===== src/rtl/viewport_pkg.sv =====
// Shared types and helpers for the frame buffer viewport.
// Scale codes map to a left shift of the stored image size.
package viewport_pkg;

    typedef enum logic [1:0] {
        SCALE_1    = 2'd0,
        SCALE_2    = 2'd1,
        SCALE_4    = 2'd2,
        SCALE_RSVD = 2'd3
    } scale_t;

    function automatic int latency(input int ram_latency);
        return 3 + ram_latency;
    endfunction

    // Reserved code behaves as x1.
    function automatic logic [1:0] scale_shift(input scale_t s);
        case (s)
            SCALE_2: return 2'd1;
            SCALE_4: return 2'd2;
            default: return 2'd0;
        endcase
    endfunction

endpackage


===== src/rtl/pipe_delay.sv =====
// Generic fixed-depth shift-register delay, cleared by async reset.
module pipe_delay #(
    parameter int WIDTH = 8,
    parameter int DEPTH = 1
) (
    input  logic             clk,
    input  logic             rst,
    input  logic [WIDTH-1:0] din,
    output logic [WIDTH-1:0] dout
);

    logic [DEPTH-1:0][WIDTH-1:0] sr;

    always_ff @(posedge clk or posedge rst) begin
        if (rst) begin
            sr <= '0;
        end else begin
            sr[0] <= din;
            for (int i = 1; i < DEPTH; i++) sr[i] <= sr[i-1];
        end
    end

    assign dout = sr[DEPTH-1];

endmodule


===== src/rtl/framebuffer_viewport.sv =====
// Read-side viewport: raster position -> frame buffer address, pixel/background
// select, and raster sideband delayed to line up with the returned pixel.
module framebuffer_viewport
    import viewport_pkg::*;
#(
    parameter int              H_BITS      = 11,
    parameter int              V_BITS      = 10,
    parameter int              IMG_W       = 240,
    parameter int              IMG_H       = 320,
    parameter int              ADDR_W      = 17,
    parameter int              PIX_W       = 16,
    parameter int              RAM_LATENCY = 2,
    parameter int              X0_RST      = 200,
    parameter int              Y0_RST      = 250,
    parameter logic [PIX_W-1:0] BG_PIXEL   = '0
) (
    input  logic              clk_in,
    input  logic              rst_in,
    input  logic [H_BITS-1:0] hcount_in,
    input  logic [V_BITS-1:0] vcount_in,
    input  logic              hsync_in,
    input  logic              vsync_in,
    input  logic              blank_in,
    input  logic [H_BITS-1:0] x0_in,
    input  logic [V_BITS-1:0] y0_in,
    input  logic [1:0]        scale_in,
    input  logic              mirror_in,
    input  logic              cfg_valid_in,
    output logic              cfg_pending_out,
    output logic [ADDR_W-1:0] addr_out,
    input  logic [PIX_W-1:0]  ram_data_in,
    output logic [PIX_W-1:0]  pixel_out,
    output logic              in_window_out,
    output logic [H_BITS-1:0] hcount_out,
    output logic [V_BITS-1:0] vcount_out,
    output logic              hsync_out,
    output logic              vsync_out,
    output logic              blank_out
);

    localparam int LAT = latency(RAM_LATENCY);
    localparam int BW  = H_BITS + V_BITS + 4;

    logic [H_BITS-1:0] x0_act, x0_shd, x0_eff;
    logic [V_BITS-1:0] y0_act, y0_shd, y0_eff;
    scale_t            s_act, s_shd, s_eff;
    logic              mir_act, mir_shd, mir_eff;
    logic              frame_start;

    assign frame_start = (hcount_in == '0) && (vcount_in == '0);

    // The frame-start pixel already sees the config being loaded on that cycle.
    always_comb begin
        x0_eff  = x0_act;
        y0_eff  = y0_act;
        s_eff   = s_act;
        mir_eff = mir_act;
        if (frame_start && cfg_valid_in) begin
            x0_eff  = x0_in;
            y0_eff  = y0_in;
            s_eff   = scale_t'(scale_in);
            mir_eff = mirror_in;
        end else if (frame_start && cfg_pending_out) begin
            x0_eff  = x0_shd;
            y0_eff  = y0_shd;
            s_eff   = s_shd;
            mir_eff = mir_shd;
        end
    end

    always_ff @(posedge clk_in or posedge rst_in) begin
        if (rst_in) begin
            x0_act          <= H_BITS'(X0_RST);
            y0_act          <= V_BITS'(Y0_RST);
            s_act           <= SCALE_1;
            mir_act         <= 1'b0;
            x0_shd          <= H_BITS'(X0_RST);
            y0_shd          <= V_BITS'(Y0_RST);
            s_shd           <= SCALE_1;
            mir_shd         <= 1'b0;
            cfg_pending_out <= 1'b0;
        end else if (frame_start) begin
            x0_act          <= x0_eff;
            y0_act          <= y0_eff;
            s_act           <= s_eff;
            mir_act         <= mir_eff;
            cfg_pending_out <= 1'b0;
        end else if (cfg_valid_in) begin
            x0_shd          <= x0_in;
            y0_shd          <= y0_in;
            s_shd           <= scale_t'(scale_in);
            mir_shd         <= mirror_in;
            cfg_pending_out <= 1'b1;
        end
    end

    // Stage 1: window-relative position and window test.
    logic signed [H_BITS:0] rx_c, rx_q;
    logic signed [V_BITS:0] ry_c, ry_q;
    logic [1:0]             sh_c, sh_q;
    logic                   in_win_c, in_win_q, mir_q;

    assign rx_c     = $signed({1'b0, hcount_in}) - $signed({1'b0, x0_eff});
    assign ry_c     = $signed({1'b0, vcount_in}) - $signed({1'b0, y0_eff});
    assign sh_c     = scale_shift(s_eff);
    assign in_win_c = !rx_c[H_BITS] && (int'(rx_c) < (IMG_W << sh_c)) &&
                      !ry_c[V_BITS] && (int'(ry_c) < (IMG_H << sh_c));

    always_ff @(posedge clk_in or posedge rst_in) begin
        if (rst_in) begin
            rx_q     <= '0;
            ry_q     <= '0;
            sh_q     <= '0;
            mir_q    <= 1'b0;
            in_win_q <= 1'b0;
        end else begin
            rx_q     <= rx_c;
            ry_q     <= ry_c;
            sh_q     <= sh_c;
            mir_q    <= mir_eff;
            in_win_q <= in_win_c;
        end
    end

    // Stage 2: image coordinates -> linear address.
    logic [ADDR_W-1:0] col_c, row_c, addr_c;

    always_comb begin
        col_c = ADDR_W'(rx_q[H_BITS-1:0] >> sh_q);
        row_c = ADDR_W'(ry_q[V_BITS-1:0] >> sh_q);
        if (mir_q) col_c = ADDR_W'(IMG_W - 1) - col_c;
        addr_c = in_win_q ? (row_c * ADDR_W'(IMG_W) + col_c) : '0;
    end

    always_ff @(posedge clk_in or posedge rst_in) begin
        if (rst_in) addr_out <= '0;
        else        addr_out <= addr_c;
    end

    // Sideband rides alongside; the final output register adds the last cycle.
    logic [BW-1:0]     bundle_d;
    logic [H_BITS-1:0] h_d;
    logic [V_BITS-1:0] v_d;
    logic              hs_d, vs_d, bl_d, inw_d;

    pipe_delay #(.WIDTH(BW), .DEPTH(LAT - 1)) u_side_dly (
        .clk  (clk_in),
        .rst  (rst_in),
        .din  ({hcount_in, vcount_in, hsync_in, vsync_in, blank_in, in_win_c}),
        .dout (bundle_d)
    );

    assign {h_d, v_d, hs_d, vs_d, bl_d, inw_d} = bundle_d;

    always_ff @(posedge clk_in or posedge rst_in) begin
        if (rst_in) begin
            pixel_out     <= '0;
            in_window_out <= 1'b0;
            hcount_out    <= '0;
            vcount_out    <= '0;
            hsync_out     <= 1'b0;
            vsync_out     <= 1'b0;
            blank_out     <= 1'b0;
        end else begin
            pixel_out     <= inw_d ? ram_data_in : BG_PIXEL;
            in_window_out <= inw_d;
            hcount_out    <= h_d;
            vcount_out    <= v_d;
            hsync_out     <= hs_d;
            vsync_out     <= vs_d;
            blank_out     <= bl_d;
        end
    end

endmodule


===== config.mk =====
export PLATFORM = sky130hd
export DESIGN_NAME = framebuffer_viewport
export DESIGN_NICKNAME = d
export VERILOG_FILES = /design/src/rtl/viewport_pkg.sv /design/src/rtl/pipe_delay.sv /design/src/rtl/framebuffer_viewport.sv
export SDC_FILE = /design/constraint.sdc
export NUM_CORES = 1
export LEC_CHECK = 0
export BUFFER_PORTS_ARGS = -buffer_cell sky130_fd_sc_hd__buf_2
export CAP_MARGIN = 5
export CORE_MARGIN = 4
export CORE_UTILIZATION = 38
export DETAILED_ROUTE_END_ITERATION = 12
export PLACE_DENSITY = 0.6
export SLEW_MARGIN = 20
export SYNTH_ARGS = -nofsm -noshare
export SYNTH_HDL_FRONTEND = slang
export SYNTH_HIERARCHICAL = 1
export SYNTH_SLANG_ARGS = --single-unit

===== constraint.sdc =====
create_clock -name clk_in -period 6.7 [get_ports clk_in]
set_clock_uncertainty 0.1 [all_clocks]
set_input_delay 1.34 -clock clk_in [delete_from_list [all_inputs] [get_ports clk_in]]
set_output_delay 1.34 -clock clk_in [all_outputs]
set_load 0.01 [all_outputs]

## After elaboration in Yosys (flattened, before gate mapping)

Index checks and enable logic that the tools add are counted.

- $add $sub $neg: 4
- $mul: 1
- $lt $le $gt $ge: 2
- Eq/ne operators: 2
- Shifts and indexed selects: 4
- Multiplexer cells: 14
- Bitwise operators: 1
- Reduce and logical (&&, ||, !) cells: 12

Operators by type and width:

| kind | count |
|---|---|
| two-way mux 17 bit | 2 |
| less-than comparator 11 x 32 -> 1 bit | 1 |
| less-than comparator 12 x 32 -> 1 bit | 1 |
| << shifter 8 x 2 -> 32 bit (first input constant) | 1 |
| << shifter 9 x 2 -> 32 bit (first input constant) | 1 |
| two-way mux 11 bit | 2 |
| two-way mux 10 bit | 2 |
| adder 17 bit | 1 |
| multiplier 17 x 4 -> 13 bit (second input constant) | 1 |
| right shift 10 x 2 -> 17 bit | 1 |
| right shift 11 x 2 -> 17 bit | 1 |
| subtractor 8 x 17 -> 17 bit (first input constant) | 1 |
| two-way mux 16 bit | 1 |
| subtractor 11 x 11 -> 12 bit | 1 |
| logical NOT 11 bit | 1 |
| subtractor 10 x 10 -> 11 bit | 1 |
| logical NOT 10 bit | 1 |
| logical AND 1 bit | 6 |
| two-way mux 1 bit | 4 |
| two-way mux 2 bit | 2 |
| case mux 2 bit (2 select lines) | 1 |
| equality test 2 x 1 -> 1 bit (second input constant) | 1 |
| equality test 2 bit (second input constant) | 1 |
| logical NOT 1 bit | 2 |
| other kinds (3) | 3 |

- Flip-flop bits (word level): 232
- Input bits: 67
- Output and inout port bits: 59
- Word-level logic and storage cells: 66

## Depth between registers and ports, before layout

- Word-level depth: 12
- Depth in mapped cells: 24
- Gate-level depth less buffers: 22

## Hierarchy

The synthesis kept the hierarchy.

Modules (own cells, without submodules):

| module | times used | cells each | area each (um^2) | sequential area each (um^2) |
|---|---|---|---|---|
| framebuffer_viewport | 1 | 714 | 7,835.0 | 3,325.7 |
| pipe_delay | 1 | 126 | 2,693.8 | 2,502.4 |

## Least setup slack after synthesis

No wires, ideal clock.

- Path kind: reg2reg
- Start: register sh_q[1]
- End: register addr_out[16]
- Setup time: 0.119 ns
- Arrival: 5.431 ns
- Required time: 6.481 ns
- Path slack: 1.050 ns
- Cell stages (with the launch flop): 22
- Path buffers: 3
- Period minus slack after synthesis: 5.650 ns
- Cells stage by stage: dfrtp_1 > buf_6 > buf_2 > buf_1 > mux2_2 > o21ai_0 > fa_1 > fa_1 > inv_1 > ha_1 > inv_1 > o21bai_1 > a2111o_1 > a31o_2 > a21oi_1 > xnor2_1 > ha_1 > inv_1 > nor2_1 > a211o_1 > xnor3_1 > and2_1

- Cells in the longest elaborated chain, start to end: 5
- Elaborated cells between the ends (all ways): 7
- Classes of those cells: add/sub: 2; mul: 1; shift: 2; mux: 2

RTL lines:

| element | line | text |
|---|---|---|
| start: declaration | framebuffer_viewport.sv:100 | `logic [1:0] sh_c, sh_q;` |
| start signal: assignment | framebuffer_viewport.sv:113 | `sh_q <= '0;` |
| start signal: assignment | framebuffer_viewport.sv:119 | `sh_q <= sh_c;` |
| parallel branches: the longest is 3 deep, another holds multiplier 17 x 4 -> 13 bit | n/a |  |
| adder 17 bit (*) | framebuffer_viewport.sv:132 | `addr_c = in_win_q ? (row_c * ADDR_W'(IMG_W) + col_c) : '0;` |
| two-way mux 17 bit (*) | framebuffer_viewport.sv:132 |  |
| named net addr_c[16] | framebuffer_viewport.sv:126 | `logic [ADDR_W-1:0] col_c, row_c, addr_c;` |
| end signal: assignment | framebuffer_viewport.sv:137 | `else addr_out <= addr_c;` |
| end: declaration | framebuffer_viewport.sv:30 | `output logic [ADDR_W-1:0] addr_out,` |

Mark *: on every way through the listed nets, which the timed path passes.
A chain may end at the register's enable or synchronous reset.

## Worst setup path after layout

- Start: input vcount_in[3]
- End: register in_win_q

- Elaborated cells between the ends (all ways): 24
- Classes of those cells: add/sub: 2; order compare: 2; eq/ne: 2; shift: 2; mux: 7; reduce/logical: 9

RTL lines:

| element | line | text |
|---|---|---|
| start: declaration | framebuffer_viewport.sv:20 | `input logic [V_BITS-1:0] vcount_in,` |
| logical NOT 10 bit (*) | framebuffer_viewport.sv:50 | `assign frame_start = (hcount_in == '0) && (vcount_in == '0);` |
| logical AND 1 bit (*) | framebuffer_viewport.sv:50 |  |
| logical AND 1 bit | framebuffer_viewport.sv:63 | `end else if (frame_start && cfg_pending_out) begin` |
| two-way mux 10 bit | framebuffer_viewport.sv:63 |  |
| two-way mux 10 bit (*) | framebuffer_viewport.sv:58 | `if (frame_start && cfg_valid_in) begin` |
| named net y0_eff[0] | framebuffer_viewport.sv:45 | `logic [V_BITS-1:0] y0_act, y0_shd, y0_eff;` |
| subtractor 10 x 10 -> 11 bit (*) | framebuffer_viewport.sv:104 | `assign ry_c = $signed({1'b0, vcount_in}) - $signed({1'b0, y0_eff});` |
| named net ry_c[6] | framebuffer_viewport.sv:99 | `logic signed [V_BITS:0] ry_c, ry_q;` |
| less-than comparator 11 x 32 -> 1 bit (*) | framebuffer_viewport.sv:107 | `!ry_c[V_BITS] && (int'(ry_c) < (IMG_H << sh_c));` |
| logical AND 1 bit (*) | framebuffer_viewport.sv:107 |  |
| named net in_win_c | framebuffer_viewport.sv:101 | `logic in_win_c, in_win_q, mir_q;` |
| end signal: assignment | framebuffer_viewport.sv:121 | `in_win_q <= in_win_c;` |
| end: declaration | framebuffer_viewport.sv:101 |  |

Mark *: on every way through the listed nets, which the timed path passes. The rest lies on a longest branch.

==> reports/qor.txt <==
run status = finished, final reports clean
htree depth = 1
gr usage total = 0.134
CTS sink count = 232
Clk Latency, worst-skew pair = 530 ps
Yosys warning count = 6
Antenna Nets Post-Route = 0
starting density of the core = 0.389
GRT overflow = 0
fill cell count = 2516
layout cells sized above 1 = 0.282
most common cell after layout, fill and taps aside = dfrtp_1
pwr dens = 313 nW/um^2
Routed WL per cell = 14.9 microns
Die Area = 30400 sq um
CP Capture Type = flop
Post-DP Area = 11300 sq um
Avg Inst Size Synth = 12.5 sq um
first-pass GRT wire length = 33300 microns
worst path cell trace = buf_2 > nor4_1 > nand4_1 > nor4_4 > and2_4 > mux2i_1 > o21ai_1 > ha_1 > fa_1 > nor2b_1 > o21ai_0 > a21boi_0 > o21ai_0 > nor2b_1 > xnor2_1 > ha_1 > o21ai_0 > nand2b_1 > a21oi_1 > o21ai_0 > a221o_1 > a211oi_2
Post-synth ARST share = 1.00
vias post-DR = 6228
post-route clock period utilization = 0.843
clock slew at reported path FFs = 60 ps
headroom to the max-slew limit = 0.458
Min-Delay Path Class = flop to flop
DRT Wirelength = 20000 microns
CP startpoint kind = primary input
die height = 174 microns
register area share after synthesis = 0.554
number of synthesized flops with an enable pin = 0
Via-to-Cell Ratio = 4.64
routability congestion estimate = 0.828
Mapped Cells = 840
Worst Tran Pin Value = 805 ps
Core Util, Final = 0.450
synthesized cell area = 10500 sq um
drt pass-1 iters = 4
pre-CTS setup slack = 466 ps
MaxCap Viol Count = 0
antenna violations before repair = 1
Final #Nets = 1105
Die Span X = 174 microns
commonest register cell after synthesis = dfrtp_1
Final Critical Period = 5650 ps
area growth from synthesis to layout = 15.7%
Slew Limit Fails = 0
Detailed Place HPWL = 15000 microns
Fin. Hold Viols = 0
most frequent cells in the layout = 214 x dfrtp_1, 125 x buf_2, 64 x ha_1
Num CTS Buffers = 25
post-CTS setup buffer count = 0
DRC = 0
core area = 27100 sq um
Root Buffer = clkbuf_16
Critical Path Max Stage Delay = 440 ps
crit-path leading delay family = simple AND/OR/NAND/NOR gates
critical path arrival = 5980 ps
Max Fclk = 177 MHz
# resized after CTS = 0
# port buffers = 125
Final setup viols = 0
CP max stage cell = and2_4
post-route design area = 12200 sq um
cell mode on critical path = o21ai_0
DR iter-0 viols = 279
peak supply drop = 152 uV
CP bufs+invs = 1
syn_nets = 991
Ports = 126
vias in the first global route = 6352
Cell variety after synth = 70
Clock Tree Buf Depth = 3
Yosys reg bits = 232
PnR worst setup slack = 1050 ps
post-cts hold buffer count = 0
RSZ-0062 raised after global routing = no
CP Data Required Time = 7040 ps
CTS tree = yes
largest net degree at the start of global routing = 83
final setup TNS = 0 ps
crit-path max FO = 20
row count = 60
Pleak = 0.00563 uW
CP Class = primary input to flop
==> cell usage after synthesis, types with 17 or more instances <==
cell | instances | area share
a21oi_1 | 31 | 0.015
and2_1 | 32 | 0.019
buf_4 | 30 | 0.021
dfrtp_1 | 214 | 0.51
dfstp_2 | 18 | 0.045
fa_1 | 20 | 0.038
ha_1 | 64 | 0.076
inv_1 | 64 | 0.023
mux2_2 | 34 | 0.036
mux2i_1 | 33 | 0.031
nand2_1 | 44 | 0.016
nor2_1 | 26 | 0.0093
o21ai_0 | 32 | 0.015
o21ai_2 | 17 | 0.014
xnor2_1 | 26 | 0.022
==> per-stage QoR <==
stage	hold slack [ps]	power, uW	cells
final	232	3820	1343
after global routing	243	4090	1343
after CTS	239	3880	1342
after detailed placement	235	2480	1299
after global placement	232	2470	1299
after floorplan	231	2280	840
==> logic make-up (layout without fill, tap and decap cells) <==
logic type	count (synthesis)	after routing	synth area share
compound gates	136	136	0.0856
fa+ha+maj	84	84	0.114
flops	232	232	0.554
other cells	0	1	0
buf+inv	119	249	0.0591
simple gates	162	162	0.0821
mux	69	69	0.0720
xor+xnor	38	38	0.0336
==> where the power goes <==
group          internal (uW)  switching [uW]
clock                    831             545
combinational            433             491
sequential              1490            34.2
total                   2750            1070
==> cell type report <==
class | instances | area, sq um | area share
Multi-Input combinational cell | 489 | 4080 | 0.335
Clock buffer | 35 | 723 | 0.0593
Sequential cell | 232 | 5830 | 0.478
Antenna cell | 1 | 2.50 | 0.000205
Timing Repair Buffer | 135 | 701 | 0.0575
Inverter | 71 | 274 | 0.0225
Clock inverter | 8 | 111 | 0.00914
Tap cell | 372 | 465 | 0.0382
==> sequential cells by signal, summed over array words and instances (netlist names), 11 cells and up <==
register	count
rx_q	11
x0_shd	11
u_side_dly/sr	75
u_side_dly/dout	25
addr_out	17
pixel_out	16
hcount_out	11
x0_act	11
==> final timing paths <==
check                                  start                  to  slack [ps]  cells after the start
setup reg to reg                     sh_q[1]        addr_out[16]        1080                     19
min in group asynchronous             rst_in   u_side_dly/sr[26]         760                      2
setup / recovery                vcount_in[3]            in_win_q        1050                     22
hold reg to reg            u_side_dly/sr[57]  u_side_dly/dout[7]         230                      0
max in group asynchronous             rst_in            s_act[1]        4490                      3
hold / removal             u_side_dly/sr[57]  u_side_dly/dout[7]         230                      0
==> worst reg2reg max path, cell delays in order, from the launching register on <==
cell,delay (ps)
dfrtp_1,460
buf_4,340
mux2_2,390
o21ai_0,640
fa_1,570
fa_1,510
inv_1,40
ha_1,330
o21a_1,210
or2_2,280
nand2_1,80
xnor2_1,70
ha_1,370
a21oi_1,160
nand2_1,80
a21oi_1,190
nor2_1,60
a211o_1,270
xnor3_1,200
and2_1,170
==> routing by layer <==
layer,track usage,vias up,wire length (microns)
met1,0.190,2999,9420
li1,-,3033,-
met3,0.0257,49,1130
met5,0,-,0
met4,0.0426,0,583
met2,0.209,147,8900
(Power assumes the default switching activity.)
